<file path="src/rtl/mem_arbiter.sv">
// mem_arbiter: shares one main-memory port between the I-cache refill path
// and the D-cache refill/write-back path. Grants one side at a time, runs a
// BLOCK_WORDS-word block transfer, then pulses done for the owner.
// Optional build macro ARB_ROUND_ROBIN_EN: round-robin tie-break between the
// two sides (default build: data side always wins a tie).
module mem_arbiter #(
    parameter int BLOCK_WORDS = 4,
    parameter int BEAT_W      = $clog2(BLOCK_WORDS)
) (
    input  logic              clk,
    input  logic              reset,
    // instruction side
    input  logic              i_req,
    input  logic [31:0]       i_addr,
    output logic              i_gnt,
    output logic              i_rvalid,
    output logic [31:0]       i_rdata,
    output logic              i_done,
    // data side
    input  logic              d_req,
    input  logic              d_we,
    input  logic [31:0]       d_addr,
    input  logic [31:0]       d_wdata,
    output logic [BEAT_W-1:0] d_beat,
    output logic              d_gnt,
    output logic              d_rvalid,
    output logic [31:0]       d_rdata,
    output logic              d_done,
    // memory side
    output logic              m_req,
    output logic              m_we,
    output logic [31:0]       m_addr,
    output logic [31:0]       m_wdata,
    input  logic              m_ack,
    input  logic [31:0]       m_rdata
);

    // Byte-offset bits inside one aligned block; cleared to form the base.
    localparam logic [31:0]       LOW_MASK  = 32'(BLOCK_WORDS * 4 - 1);
    localparam logic [BEAT_W-1:0] LAST_BEAT = BEAT_W'(BLOCK_WORDS - 1);

    typedef enum logic [1:0] {IDLE, XFER, RESP} state_t;

    state_t            state, state_n;
    logic [31:0]       base, base_n;
    logic [BEAT_W-1:0] beat, beat_n, d_beat_n;
    logic              i_gnt_n, d_gnt_n, i_rvalid_n, d_rvalid_n;
    logic              i_done_n, d_done_n, m_req_n, m_we_n;
    logic [31:0]       i_rdata_n, d_rdata_n;
    logic              pick_d;

`ifdef ARB_ROUND_ROBIN_EN
    // 1 = data side was granted last; reset to instruction-last so data
    // wins the first tie.
    logic last_d, last_d_n;

    // Tie goes to the side that was not granted last.
    always_comb begin
        pick_d   = d_req && (!i_req || !last_d);
        last_d_n = last_d;
        if (state == IDLE && (i_req || d_req))
            last_d_n = pick_d;
    end

    // Last-grant register.
    always_ff @(posedge clk or negedge reset) begin
        if (!reset) last_d <= 1'b0;
        else        last_d <= last_d_n;
    end
`else
    // Fixed priority: data side always beats instruction side.
    always_comb pick_d = d_req;
`endif

    // Memory address walks the aligned block; zero when no access is open.
    always_comb begin
        m_addr = '0;
        if (m_req)
            m_addr = base | {{(30 - BEAT_W){1'b0}}, beat, 2'b00};
    end

    // Write data is passed straight through from the data cache while writing.
    always_comb begin
        m_wdata = '0;
        if (m_req && m_we)
            m_wdata = d_wdata;
    end

    // Next-state and registered-output logic.
    always_comb begin
        state_n    = state;
        base_n     = base;
        beat_n     = beat;
        i_gnt_n    = i_gnt;
        d_gnt_n    = d_gnt;
        i_rvalid_n = 1'b0;
        d_rvalid_n = 1'b0;
        i_rdata_n  = i_rdata;
        d_rdata_n  = d_rdata;
        i_done_n   = 1'b0;
        d_done_n   = 1'b0;
        m_req_n    = m_req;
        m_we_n     = m_we;
        unique case (state)
            IDLE: begin
                if (i_req || d_req) begin
                    state_n = XFER;
                    d_gnt_n = pick_d;
                    i_gnt_n = !pick_d;
                    base_n  = (pick_d ? d_addr : i_addr) & ~LOW_MASK;
                    beat_n  = '0;
                    m_req_n = 1'b1;
                    m_we_n  = pick_d && d_we;
                end
            end
            XFER: begin
                if (m_ack) begin
                    beat_n = beat + BEAT_W'(1);
                    if (!m_we) begin
                        if (d_gnt) begin
                            d_rvalid_n = 1'b1;
                            d_rdata_n  = m_rdata;
                        end else begin
                            i_rvalid_n = 1'b1;
                            i_rdata_n  = m_rdata;
                        end
                    end
                    if (beat == LAST_BEAT) begin
                        state_n  = RESP;
                        m_req_n  = 1'b0;
                        m_we_n   = 1'b0;
                        i_done_n = i_gnt;
                        d_done_n = d_gnt;
                    end
                end
            end
            RESP: begin
                state_n = IDLE;
                i_gnt_n = 1'b0;
                d_gnt_n = 1'b0;
                beat_n  = '0;
            end
            default: state_n = IDLE;
        endcase
        d_beat_n = d_gnt_n ? beat_n : '0;
    end

    // State and output registers; reset aborts any transfer without done.
    always_ff @(posedge clk or negedge reset) begin
        if (!reset) begin
            state    <= IDLE;
            base     <= '0;
            beat     <= '0;
            d_beat   <= '0;
            i_gnt    <= 1'b0;
            d_gnt    <= 1'b0;
            i_rvalid <= 1'b0;
            d_rvalid <= 1'b0;
            i_rdata  <= '0;
            d_rdata  <= '0;
            i_done   <= 1'b0;
            d_done   <= 1'b0;
            m_req    <= 1'b0;
            m_we     <= 1'b0;
        end else begin
            state    <= state_n;
            base     <= base_n;
            beat     <= beat_n;
            d_beat   <= d_beat_n;
            i_gnt    <= i_gnt_n;
            d_gnt    <= d_gnt_n;
            i_rvalid <= i_rvalid_n;
            d_rvalid <= d_rvalid_n;
            i_rdata  <= i_rdata_n;
            d_rdata  <= d_rdata_n;
            i_done   <= i_done_n;
            d_done   <= d_done_n;
            m_req    <= m_req_n;
            m_we     <= m_we_n;
        end
    end

endmodule

</file>
<file path="config.mk">
export PLATFORM = sky130hd
export DESIGN_NAME = mem_arbiter
export DESIGN_NICKNAME = d
export VERILOG_FILES = /design/src/rtl/mem_arbiter.sv
export SDC_FILE = /design/constraint.sdc
export NUM_CORES = 1
export LEC_CHECK = 0
export ABC_AREA = 0
export CORE_ASPECT_RATIO = 1.5
export CORE_MARGIN = 2
export CORE_UTILIZATION = 40
export CTS_BUF_LIST = sky130_fd_sc_hd__clkbuf_4 sky130_fd_sc_hd__clkbuf_8
export CTS_CLUSTER_SIZE = 8
export DETAILED_ROUTE_END_ITERATION = 8
export PLACE_DENSITY = 0.83
export REMOVE_ABC_BUFFERS = 1
export SYNTH_ARGS = -nofsm -noshare
export SYNTH_HDL_FRONTEND = slang
export SYNTH_SLANG_ARGS = --single-unit
</file>
<file path="constraint.sdc">
create_clock -name clk -period 2.2 [get_ports clk]
set_clock_uncertainty 0.15 [all_clocks]
set_input_delay 0.44 -clock clk [delete_from_list [all_inputs] [get_ports clk]]
set_output_delay 0.44 -clock clk [all_outputs]
set_load 0.02 [all_outputs]
</file>
; ---- Yosys cells after proc, flatten, opt, wreduce, memory -nomap -nowiden
; Cells that the tools add are included.
; W data, S select, Z words.
[op_classes]
n_addsub = 1
n_eq_ne = 6
muxes = 35
bitwise = 3
reduce_logical = 13
[ops]
columns = op, count
row1 = $mux W32, 3
row2 = $or A32 B4 Y32, 1
row3 = $mux W1, 20
row4 = $mux W2, 6
row5 = $reduce_and A4 Y1, 3
row6 = $pmux W1 S2, 4
row7 = $ne A2 B2 Y1 const B, 3
row8 = $pmux W2 S3, 1
row9 = $eq A2 B2 Y1 const B, 2
row10 = $pmux W2 S2, 1
row11 = $reduce_and A2 Y1, 2
row12 = $reduce_bool A2 Y1, 2
row13 = $reduce_and A3 Y1, 1
row14 = $add A2 B1 Y2 const B, 1
row15 = $eq A2 B1 Y1 const B, 1
row16 = $logic_and A1 B1 Y1, 2
row17 = $logic_not A2 Y1, 1
row18 = $not A1 Y1, 2
row19 = $logic_not A1 Y1, 1
row20 = $logic_or A1 B1 Y1, 1
[totals]
ff_bits = 106
output_inout_bits = 138

; ---- Longest topological paths before layout
; Gate-level depths: netlist of the first run.
[depth]
depth_word = 4
depth_mapped = 5
ltp_nobuf = 4

; ---- Least setup slack after synthesis of the first run
; OpenSTA, ideal clock, no wires.
[synth_path]
path_type = register -> register
from = register m_we
to = register d_rdata[10]
setup_time_ns = 0.125
arrival_ns = 1.553
setup_slack_ns = 0.372
stages_incl_launch_ff = 6
path_buffers = 3
path_cell_list = dfrtp_1 buf_6 or3_1 buf_6 buf_12 mux2_4
[synth_via]
elab_chain_len = 2
[synth_rtl]
columns = item, line_no
row1 = "start, declared", 31  ; output logic m_we,
row2 = "start signal, assigned", 179  ; m_we <= m_we_n;
row3 = $not A1 Y1 (no line), n/a
row4 = $reduce_and A4 Y1 (no line), n/a
row5 = "end signal, assigned", 175  ; d_rdata <= d_rdata_n;
row6 = "end, declared", 27  ; output logic [31:0] d_rdata,
; Every way passes these cells.
; A chain may end at the register's enable or synchronous reset.

; ---- Worst setup path in the final report of the first run
[layout_path]
from = register d_gnt
to = output port d_gnt
[layout_lines]
columns = item, line_no
row1 = "start, declared", 25  ; output logic d_gnt,
row2 = "start signal, assigned", 171  ; d_gnt <= d_gnt_n;
; No word-level cell between the ends.

==> results.toml, run 1 <==
[worst_hold_path]
holdCritPathClass = "reg -> reg"

[clock_network]
post_cts_buffers = 0
root_buffer = "clkbuf_8"
h-tree-depth = 3
cts_tree = "done"
cts_buffers = 9
cts_sinks = 106
cts_buffer_depth = 2
clk_pin_slew_ps = 90
clock_latency_ps = 350

[route]
vias = 3800
wl_mm = 13.5
via_per_inst = 4.88
drtIter0Drc = 105
drc = 0
ant_nets = 0
firstDrtPassIters = 4
wl_per_cell_um = 17.3

[worst_setup_path]
worst_ep_arrival_time_ps = 1520
cp-end-kind = "primary output"
path_cells = "clkdlybuf4s50_1"
path_max_fanout = 5
cp_slowest_cell = "clkdlybuf4s50_1"
worst-endpoint-required_ps = 1610
slowest_delay_ps = 690
cp-start-kind = "flop"
critPathBufInv = 1
path_delay_family = "buffers and inverters"
path_class = "reg -> out"

[floorplanning]
core-area_um2 = 12000
die-area_um2 = 13300
initial_core_util_pct = 41.1
rows = 49
io_pins = 272
die_w_um = 94.7
die_h_um = 140

[sta]
finalSetupViolations = 0
period_share_pct = 96.0
rsz0062_at_grt = "false"
hold_violations = 0
fmax_ghz = 0.474
finalCriticalPeriod_ps = 2110
fin_tns_setup_ps = 0
finalMaxSlewViolations = 0

[logic_synthesis]
synthCells = 353
yosys_warnings = 0
synth_top_area_share_pct = 53.7
synth_area_leaders = "dfrtp_1 (54%), mux2_2 (21%), mux2_4 (8.8%)"
syn_area_per_cell_um2 = 14.0
synth_top_area_cell = "dfrtp_1"
synthesis.area_um2 = 4940
ys_seq_elements = 106
synthDistinctLibCells = 31
ys_seq_area_share_pct = 53.7

[flow_run]
maxCapViolCount = 0

[global_routing]
antenna_found_initial = 0
grt_pass1_wl_mm = 21.1
track_usage_pct = 20.1
grt_pass1_vias = 4133
grt_max_degree = 58
globalRouteOverflowTotal = 0

[placement]
gp_congestion = 0.905
dpl.cell_count = 761
port-buffer-count = 261
hpwl_mm = 10.3

[layout]
layout_commonest_cell = "clkdlybuf4s50_1"
final_net_count = 755
syn_to_final_growth_pct = 61.2
antenna-diode-count = 0
final_cell_mix = "clkdlybuf4s50_1 (196), dfrtp_1 (106), mux2_2 (91)"
drive_gt1_share_pct = 25.9
fin_cells = 778

[pwr]
powerDensity_nw_per_um2 = 1370
p_leak_nw = 3.74
ir_drop_mv = 0.825
total_power_mw = 10.9

[status]
status = "complete, no violations"
registers in the layout, indices dropped and copies added, names as in the netlist, 2 cells and up:
| name | flops |
|---|---|
| beat | 2 |
| base | 28 |
| d_rdata | 32 |
| d_beat | 2 |
| state | 2 |
| i_rdata | 32 |
final cells by class:
class,instances,area [um2]
clock inverter,5,82.6
timing repair buffer,281,2770
sequential,106,2650
tap,153,191
multi-input combinational,219,2100
inverter,3,11.3
clock buffer,11,145
fill,937,4060
logic make-up after synthesis:
group	count (synthesis)	synth area share, %
compound gates	9	1.22
fa+ha+maj	1	0.253
buf+inv	29	3.93
flops	106	53.7
mux	120	29.6
other cells	1	0.0759
simple gates	87	11.2
worst paths after layout:
kind,startpoint,to,slack (ps),depth (start not counted)
min reg2reg,base[9],base[9],350,1
max in group asynchronous,reset,m_req,870,3
max,d_gnt,d_gnt,90,1
min,base[9],base[9],350,1
min in group asynchronous,reset,base[27],370,2
max reg2reg,m_we,d_rdata[4],270,4
synthesized netlist by cell type:
| cell type | n |
|---|---|
| a32oi_1 | 1 |
| nor4b_4 | 1 |
| buf_4 | 5 |
| o22a_1 | 1 |
| and4bb_2 | 1 |
| nor2b_1 | 3 |
| a31oi_1 | 2 |
| and2_1 | 31 |
| a22oi_1 | 1 |
| o21ai_0 | 3 |
| nand3_1 | 4 |
| clkbuf_1 | 11 |
| nand2_1 | 3 |
| o21bai_1 | 1 |
| buf_12 | 3 |
| inv_1 | 3 |
| and3_1 | 35 |
| nor3_1 | 3 |
| conb_1 | 1 |
| nand2b_4 | 1 |
| nand4_1 | 1 |
| or3_1 | 1 |
| mux2_4 | 29 |
| buf_2 | 2 |
| nor2_1 | 2 |
| and2_2 | 1 |
| buf_1 | 3 |
| mux2_2 | 91 |
| buf_6 | 2 |
| dfrtp_1 | 106 |
| ha_1 | 1 |
routing by layer:
layer  track usage, %  vias to the layer above  share of wire, %
met5                0                        -                 0
met4             4.65                        0               1.1
met3             6.40                       14               8.6
met2             36.7                      153                53
met1             22.3                     1862                37
li1                 -                     1771                 -
repair_timing:
action                     4_1_cts  5_1_grt
gates resized for setup         63        1
hold endpoints to repair        21        0
setup endpoints to repair       63        1
hold buffers                     1        0
power by group:
| group | switching (mW) | internal (mW) |
|---|---|---|
| Combinational | 2.88 | 3.24 |
| Clock | 0.641 | 0.692 |
| Sequential | 0.521 | 2.91 |
through the flow:
stage	area [um2]	worst slack [ps]	hold WS [ps]	utilization, %
global route	7960	14.9	363	66.2
CTS	7960	15.0	360	66.2
detailed placement	7800	-249	202	64.9
global placement	7800	-238	194	64.9
finish	7960	88.3	354	66.2
floorplan	4760	-1020	-5.59	-
(Power assumes the default switching activity.)
==> run 2: changes to the inputs <==
--- a/config.mk
+++ b/config.mk
@@ -8,11 +8,11 @@
 export ABC_AREA = 0
 export CORE_ASPECT_RATIO = 1.5
 export CORE_MARGIN = 2
-export CORE_UTILIZATION = 40
+export CORE_UTILIZATION = 36
 export CTS_BUF_LIST = sky130_fd_sc_hd__clkbuf_4 sky130_fd_sc_hd__clkbuf_8
 export CTS_CLUSTER_SIZE = 8
 export DETAILED_ROUTE_END_ITERATION = 8
-export PLACE_DENSITY = 0.83
+export PLACE_DENSITY = 0.78
 export REMOVE_ABC_BUFFERS = 1
 export SYNTH_ARGS = -nofsm -noshare
 export SYNTH_HDL_FRONTEND = slang
==> constraint.sdc (replaced) <==
create_clock -name clk -period 1.8 [get_ports clk]
set_clock_uncertainty 0.15 [all_clocks]
set_input_delay 0.36 -clock clk [delete_from_list [all_inputs] [get_ports clk]]
set_output_delay 0.36 -clock clk [all_outputs]
set_load 0.02 [all_outputs]
==> results.toml, run 2 (synthesis gave the netlist of run 1 again) <==
[status]
status = "finished, violations left"
violations = "negative setup slack"

[global_routing]
met1_usage_pct = 19.9
grtUsageMet2_pct = 36.9
use_met3_pct = 5.20
busiest_layer = "met2"
antenna_found_initial = 0
track_usage_pct = 19.0
grt_pass1_vias = 4295
grt_max_degree = 107
globalRouteOverflowTotal = 0
grt_pass1_wl_mm = 22.1

[worst_setup_path]
path_delay_family = "simple AND/OR/NAND/NOR gates"
worst_ep_arrival_time_ps = 2000
cp-start-kind = "flop"
path_cells = "nand2b_4 > buf_6 > or3_4 > clkbuf_16 > mux2_4"
slowest_delay_ps = 450
worst-endpoint-required_ps = 1900
path_class = "reg -> reg"
critPathBufInv = 2
path_max_fanout = 8
cp_slowest_cell = "or3_4"
cp-end-kind = "flop"

[pwr]
p_leak_nw = 4.10
total_power_mw = 14.4
seqPwrFrac_pct = 29.4
pwr-share-comb_pct = 60.4
p_int_mw = 9.02
swShare_pct = 37.5
pwr-share-clk_pct = 10.2
powerDensity_nw_per_um2 = 1690
ir_drop_mv = 0.906
p_sw_mw = 5.42

[clock_network]
h-tree-depth = 3
cts_tree = "done"
root_buffer = "clkbuf_8"
cts_buffer_depth = 2
cts_sinks = 106
cts_buffers = 9
clk_pin_slew_ps = 100
clock_latency_ps = 350

[sta]
worstMarginPinSlew_ps = 549
fmax_ghz = 0.526
finalMaxSlewViolations = 0
hold_slack_ps = 355
period_share_pct = 106
hold_violations = 0
finalCriticalPeriod_ps = 1900
rsz0062_at_grt = "true"
finalSetupViolations = 97
slew_headroom_pct = 63.4
layout_setup_ws_ps = -101
fin_tns_setup_ps = -7200

[layout]
nFillCells = 1073
antenna-diode-count = 0
fin_area_um2 = 8550
drive_gt1_share_pct = 43.0
final_net_count = 777
syn_to_final_growth_pct = 73.0
top_regs = "d_rdata (32), i_rdata (32), base (28)"
final_cell_mix = "clkdlybuf4s50_1 (122), dfrtp_1 (105), dlygate4sd2_1 (72)"
layout_commonest_cell = "clkdlybuf4s50_1"

[placement]
hpwl_mm = 10.2
gp_congestion = 0.814
postPlaceCellArea_um2 = 7830
port-buffer-count = 261
post-place-ws_ps = -514

[route]
vias = 3915
drtIter0Drc = 131
firstDrtPassIters = 4
ant_nets = 0
wl_per_cell_um = 19.2
drc = 0
wl_mm = 15.5
via_per_inst = 4.84

[floorplanning]
core-area_um2 = 13500
die-area_um2 = 14700
rows = 52
die_h_um = 147
io_pins = 272
die_w_um = 99.6
initial_core_util_pct = 36.7

[worst_hold_path]
holdCritPathClass = "reg -> reg"

[flow_run]
maxCapViolCount = 0
-- run 2: cell types whose count changed in the layout (fill, tap and decap cells not counted), moves of 4 or more --
cell             previous run  this run
and3_1                     35        29
buf_16                      0         4
buf_6                       0        56
buf_4                      13        28
mux2_2                     91        59
and2_4                      0        23
and2_1                     31         8
mux2_4                     29        61
dlygate4sd2_1              63        72
clkdlybuf4s50_1           196       122
and3_4                      0         6
clkbuf_16                   0         5
-- run 2: power by group through the flow --
stage	Sequential, mW	Combinational, mW	Clock, mW
2_1_floorplan	5.23	3.07	0
3_3_place_gp	4.22	7.79	0
3_5_place_dp	4.26	7.96	0
4_1_cts	4.23	8.04	1.52
5_1_grt	4.39	9.17	1.64
6_report	4.25	8.72	1.47
-- run 2: timing repair --
action	in CTS	in global routing
resized for setup	439	78
setup buffers	3	5
endpoints found under the hold margin	106	0
cloned	4	6
pin swaps	1	3
endpoints found under the setup margin	200	105
hold buffers	1	0
-- run 2: per-layer routing --
metal  wire length [um]  vias to the layer above  share of wire [%]
li1                   -                     1806                  -
met1               5610                     1949                 36
met2               8730                      151                 56
met3               1030                        9                6.7
met4                134                        0               0.86
met5                  0                        -                  0
-- run 2: final timing paths --
check                           slack, ps       start          end  cells past startpoint
worst max-delay path                 -100    state[1]  d_rdata[22]                      5
worst min-delay path                  360  d_rdata[0]   d_rdata[0]                      1
worst max register to register       -100    state[1]  d_rdata[22]                      5
worst min register to register        360  d_rdata[0]   d_rdata[0]                      1
max in group asynchronous             610       reset        m_req                      3
min in group asynchronous             460       reset     base[10]                      3
-- run 2: area by class of cell --
cell class,count,area [um2],area share (%)
multi-input cells,219,2320,27.1
clock inverters,6,65.1,0.761
flip-flops and latches,106,2650,31.1
repair buffers,303,3160,36.9
clock buffers,10,138,1.61
inverters,3,11.3,0.132
well taps,162,203,2.37
-- run 2: worst register-to-register path, cell delays in order (launching register included) --
cell       delay (ps)
dfrtp_1           420
nand2b_4          160
buf_6             110
or3_4             450
clkbuf_16         210
mux2_4            300
-- run 2: stage by stage --
step | cells | util [%]
2_1_floorplan | 328 | -
3_3_place_gp | 774 | 58.1
3_5_place_dp | 774 | 58.1
4_1_cts | 798 | 60.3
5_1_grt | 809 | 63.5
6_report | 809 | 63.5
